## config.mk

```make
export PLATFORM = sky130hd
export DESIGN_NAME = prio_dec
export DESIGN_NICKNAME = d
export VERILOG_FILES = /design/src/rtl/prio_dec.sv
export SDC_FILE = /design/constraint.sdc
export NUM_CORES = 1
export LEC_CHECK = 0
export BUFFER_PORTS_ARGS = -buffer_cell sky130_fd_sc_hd__buf_2
export CAP_MARGIN = 20
export CORE_MARGIN = 8
export CORE_UTILIZATION = 53
export CTS_CLUSTER_DIAMETER = 100
export DETAILED_ROUTE_END_ITERATION = 8
export PLACE_DENSITY_LB_ADDON = 0.08
export SLEW_MARGIN = 20
export SYNTH_ARGS = -nofsm -noshare
export SYNTH_HDL_FRONTEND = slang
export SYNTH_SLANG_ARGS = --single-unit
```

## constraint.sdc

```tcl
create_clock -name clk -period 2.7 [get_ports clk]
set_input_delay 0.27 -clock clk [delete_from_list [all_inputs] [get_ports clk]]
set_output_delay 0.27 -clock clk [all_outputs]
set_load 0.005 [all_outputs]
```

## src/rtl/prio_dec.sv

```systemverilog
// rtl/prio_dec.sv - multi-cycle priority decoder: index -> one-hot + thermometer mask
// Optional PRIO_DEC_PASS_EN: accept a new index in the same cycle a result is taken.
module prio_dec #(
    parameter int WIDTH = 16
) (
    input  logic             clk,
    input  logic             rst,
    input  logic             in_valid,
    output logic             in_ready,
    input  logic [7:0]       idx,
    output logic             out_valid,
    input  logic             out_ready,
    output logic [WIDTH-1:0] onehot,
    output logic [WIDTH-1:0] therm,
    output logic             err
);

    localparam int STEPS = $clog2(WIDTH);

    typedef enum logic [1:0] {IDLE, BUILD, DONE} state_t;

    state_t           state_q, state_d;
    logic [7:0]       idx_q, idx_d;
    logic [WIDTH:0]   acc_q, acc_d, acc_sh;
    logic [2:0]       step_q, step_d;
    logic             err_r_q, err_r_d;
    logic [WIDTH-1:0] onehot_q, onehot_d;
    logic [WIDTH-1:0] therm_q, therm_d;
    logic [WIDTH-1:0] oh_w;
    logic             err_q, err_d;
    logic             accept;
    logic             xfer;

    assign out_valid = (state_q == DONE);
    assign xfer      = out_valid & out_ready;
    assign accept    = in_valid & in_ready;
    assign onehot    = onehot_q;
    assign therm     = therm_q;
    assign err       = err_q;

    always_comb begin
        in_ready = 1'b0;
        case (state_q)
            IDLE:    in_ready = 1'b1;
`ifdef PRIO_DEC_PASS_EN
            DONE:    in_ready = out_ready;
`else
            DONE:    in_ready = 1'b0;
`endif
            default: in_ready = 1'b0;
        endcase
    end

    // One doubling step per cycle, MSB of the index first.
    always_comb begin
        acc_sh = idx_q[step_q] ? (acc_q << (1 << step_q)) : acc_q;
        oh_w   = acc_sh[WIDTH-1:0];
    end

    always_comb begin
        state_d  = state_q;
        idx_d    = idx_q;
        acc_d    = acc_q;
        step_d   = step_q;
        err_r_d  = err_r_q;
        onehot_d = onehot_q;
        therm_d  = therm_q;
        err_d    = err_q;
        case (state_q)
            IDLE: ;
            BUILD: begin
                acc_d  = acc_sh;
                step_d = step_q - 3'd1;
                if (step_q == 3'd0) begin
                    state_d  = DONE;
                    onehot_d = err_r_q ? '0 : oh_w;
                    therm_d  = err_r_q ? '0 : (oh_w | (oh_w - WIDTH'(1)));
                    err_d    = err_r_q;
                end
            end
            DONE: begin
                if (xfer) state_d = IDLE;
            end
            default: state_d = IDLE;
        endcase
        // A new index can only be accepted from IDLE, or from DONE in pass-through mode.
        if (accept) begin
            state_d = BUILD;
            idx_d   = idx;
            acc_d   = {{WIDTH{1'b0}}, 1'b1};
            err_r_d = ({1'b0, idx} >= 9'(WIDTH));
            step_d  = 3'(STEPS - 1);
        end
    end

    always_ff @(posedge clk or posedge rst) begin
        if (rst) begin
            state_q  <= IDLE;
            idx_q    <= '0;
            acc_q    <= '0;
            step_q   <= '0;
            err_r_q  <= 1'b0;
            onehot_q <= '0;
            therm_q  <= '0;
            err_q    <= 1'b0;
        end else begin
            state_q  <= state_d;
            idx_q    <= idx_d;
            acc_q    <= acc_d;
            step_q   <= step_d;
            err_r_q  <= err_r_d;
            onehot_q <= onehot_d;
            therm_q  <= therm_d;
            err_q    <= err_d;
        end
    end

endmodule

```

==> run_results.csv <==
group,metric,value,unit
yosys,synth_top_family_by_area,"compound AO/OA/AOI/OAI gates",
drt,totalWireLength,13160,um
layout,final_util,74.23,%
drt,highest_layer,"met4",
yosys,synth_cells,447,
drt,wl_met1,5449,um
critical_path,endpoint_kind,"register",
drt,drtPass1Iterations,5,
cts,cts_tree,"built",
yosys,ys_types,64,
yosys,synthesis.area,3966,um^2
global_route,antenna_found_initial,0,
yosys,synthAdderAreaFrac,1.577,%
drt,wl_per_cell,19.99,um
global_route,grt_pass1_vias,4039,
global_route,grt_util_all_layers,25.95,%
timing,fin_hold_ws,0.09674,ns
critical_path,critPathMaxFanout,6,
place,io_buffers,46,
floorplan,die_h,102.5,um
drt,drt_iter0_drc,341,
cts,cts_root_buf,"clkbuf_8",
cts,htreeDepth,3,
global_route,grt_max_degree,64,
yosys,synthFlopType,"dfrtp_1",
timing,finalHoldViolations,0,
yosys,muxShareOfSynthArea,10.28,%
layout,nNetsFinal,571,
cts,clkSlewWorstSetupHoldPaths,0.08,ns
drt,ant_nets,0,
yosys,synthSimpleGateAreaFrac,21.17,%
pwr,power.leakage,2.578,nW
pwr,ir_drop,0.9688,mV
global_route,grt_first_pass_wirelength,20830,um
layout,syn_to_final_growth,35.74,%
floorplan,rows,31,
floorplan,core,7253,um^2
drt,drc,0,
place,gp_congestion,0.9764,
layout,antenna_cells,0,
floorplan,pin_count,47,
drt,met2_length,6390,um
timing,finalCriticalPeriod,2.796,ns
timing,fin_skew,0.008458,ns
critical_path,reg2reg_depth,12,
global_route,grt-ovfl-total,0,
timing,finalSetupViolCount,5,
critical_path,timing.rr.start,"step_q[0]",
timing,fmax,0.3576,GHz
status,status,"finished, violations left",
yosys,postSynthAreaPerCell,8.873,um^2
cts,clock_path_buffers,2,
critical_path,crit_type,"reg2reg",
floorplan,die_width,102.5,um
yosys,ys_seq_area_share,39.75,%
timing,tightestPinTransition,0.7830,ns
drt,routed_via_density,6.108,
timing,timing.final.crit_share,103.6,%
yosys,synth_edf_count,0,
timing,rsz0062_at_grt,"yes",
status,violations,"negative setup slack",
yosys,yosys.area_share.xor_xnor,0.2208,%
critical_path,ff2ff_setup_slack,-0.1,ns
run,maxCapViolCount,0,
critical_path,crit_arrival,3.03,ns
worst_hold_path,hold_depth,2,
worst_hold_path,hp-class,"in2reg",
yosys,synth-async-reset-ratio,100.0,%
pwr,cellPowerDensity,1609,nW/um^2
yosys,synth_nets,464,
cts,cts.sinks,63,
yosys,synth_warnings,0,
floorplan,die_area,10510,um^2
cts,numCtsBuffers,9,
cts,clock_latency,0.35,ns
timing,fin_ws,-0.09625,ns
place,dp_hpwl,9572,um
yosys,ys_seq_elements,63,
yosys,synth_compound_area_share,22.24,%
critical_path,critPathLaunch,"step_q[0]",
timing,maxSlewHeadroom,47.80,%
worst_hold_path,hold_start,"out_ready",
drt,via_count,4019,
cts,postCtsHoldBufs,0,
drt,route.met3.wl,766,um
timing,finalMaxSlewViolations,0,
floorplan,start_util,54.68,%
critical_path,start_kind,"register",
layout,drive_above_1_share,39.18,%
critical_path,reg2reg_to,"therm[14]",
worst_hold_path,min_to,"state_q[1]",
critical_path,cp.required,2.94,ns
## critical path: stages, from the launching register on
cell,delay [ns]
dfrtp_1,0.44
buf_6,0.15
ha_4,0.19
buf_4,0.16
nor2_2,0.10
buf_4,0.12
a21oi_1,0.06
or4_4,0.56
buf_6,0.16
o21ai_4,0.14
a2bb2oi_2,0.22
nor2_1,0.09
a221o_1,0.31
## worst max path at each step
stage | to | slack, ns | depth (start not counted)
floorplan | therm[15] | -0.03 | 11
global placement | therm[15] | -0.25 | 9
detailed placement | therm[15] | -0.25 | 9
CTS | therm[15] | -0.03 | 11
global route | therm[14] | -0.18 | 12
finish | therm[14] | -0.1 | 12
## logic make-up after synthesis
| group | after synthesis |
|---|---|
| compound gates | 122 |
| xor+xnor | 1 |
| fa+ha+maj | 5 |
| buf+inv | 43 |
| flops | 63 |
| mux | 34 |
| simple gates | 179 |
## metrics by stage
| step | setup WS, ns | std cells | TNS (ns) | power, mW | instance area (um^2) |
|---|---|---|---|---|---|
| after floorplan | -0.02976 | 447 | -0.02976 | 4.608 | 4011 |
| after global placement | -0.2470 | 631 | -1.098 | 6.615 | 4755 |
| after detailed placement | -0.2480 | 631 | -1.352 | 6.690 | 4755 |
| after CTS | -0.02702 | 657 | -0.06766 | 8.170 | 5226 |
| after global routing | -0.1784 | 658 | -0.7178 | 9.147 | 5384 |
| final | -0.09625 | 658 | -0.2604 | 8.663 | 5384 |
## synth_stat cells (5+ instances only)
master | number | area share [%]
nor3_1 | 5 | 0.63
a22oi_1 | 5 | 0.95
or2_2 | 5 | 0.79
dfrtp_1 | 63 | 40
mux2_2 | 10 | 2.8
nor4_1 | 5 | 0.79
nor2b_1 | 9 | 1.4
a21o_1 | 8 | 1.5
clkbuf_1 | 20 | 1.9
mux2i_1 | 19 | 4.8
nand2b_1 | 6 | 0.95
a22o_1 | 8 | 1.8
nand2_1 | 85 | 8.0
buf_2 | 10 | 1.3
a21oi_1 | 16 | 2.0
o21ai_0 | 34 | 4.3
nand3_1 | 10 | 1.3
inv_1 | 7 | 0.66
a221o_1 | 5 | 1.3
ha_1 | 5 | 1.6
nor2_1 | 33 | 3.1
## repair_timing
item | 4_1_cts | 5_1_grt
resized for setup | 35 | 36
endpoints found under the hold margin | 0 | 0
setup endpoints to repair | 15 | 16
pin swaps | 10 | 12
buffers inserted | 11 | 2
## state kept, by name, indices dropped and copies added (netlist names)
name / count
state_q: 2
therm: 16
err: 1
onehot: 16
err_r_q: 1
idx_q: 8
step_q: 3
acc_q: 16
## cell type report
cell class	count	area, um^2
fillers	546	1869
multi-input cells	341	2456
flip-flops and latches	63	1577
clock buffers	9	123.9
well taps	99	123.9
repair buffers	130	939.7
clock inverters	7	127.6
inverters	9	36.28
## layer usage
| layer | vias to the layer above | track usage, % |
|---|---|---|
| met2 | 163 | 43.06 |
| met5 | - | 0 |
| li1 | 1831 | - |
| met4 | 0 | 12.08 |
| met3 | 50 | 5.132 |
| met1 | 1975 | 31.76 |
## report_power, final
group / switching, mW / internal (mW) / total (mW) / leakage [nW]
Sequential: 0.305 / 1.31 / 1.62 / 0.825
Combinational: 3.17 / 2.83 / 6.00 / 1.63
Clock: 0.422 / 0.628 / 1.05 / 0.126
## cells in the final DEF, fill, tap and decap left out, types with 15 or more instances in the layout
cell type	count
nand2_1	84
buf_4	71
dfrtp_1	63
buf_2	46
o21ai_0	30
nor2_1	29
a21oi_1	16
mux2i_1	15
No activity file was read; power rests on OpenSTA's default activity.
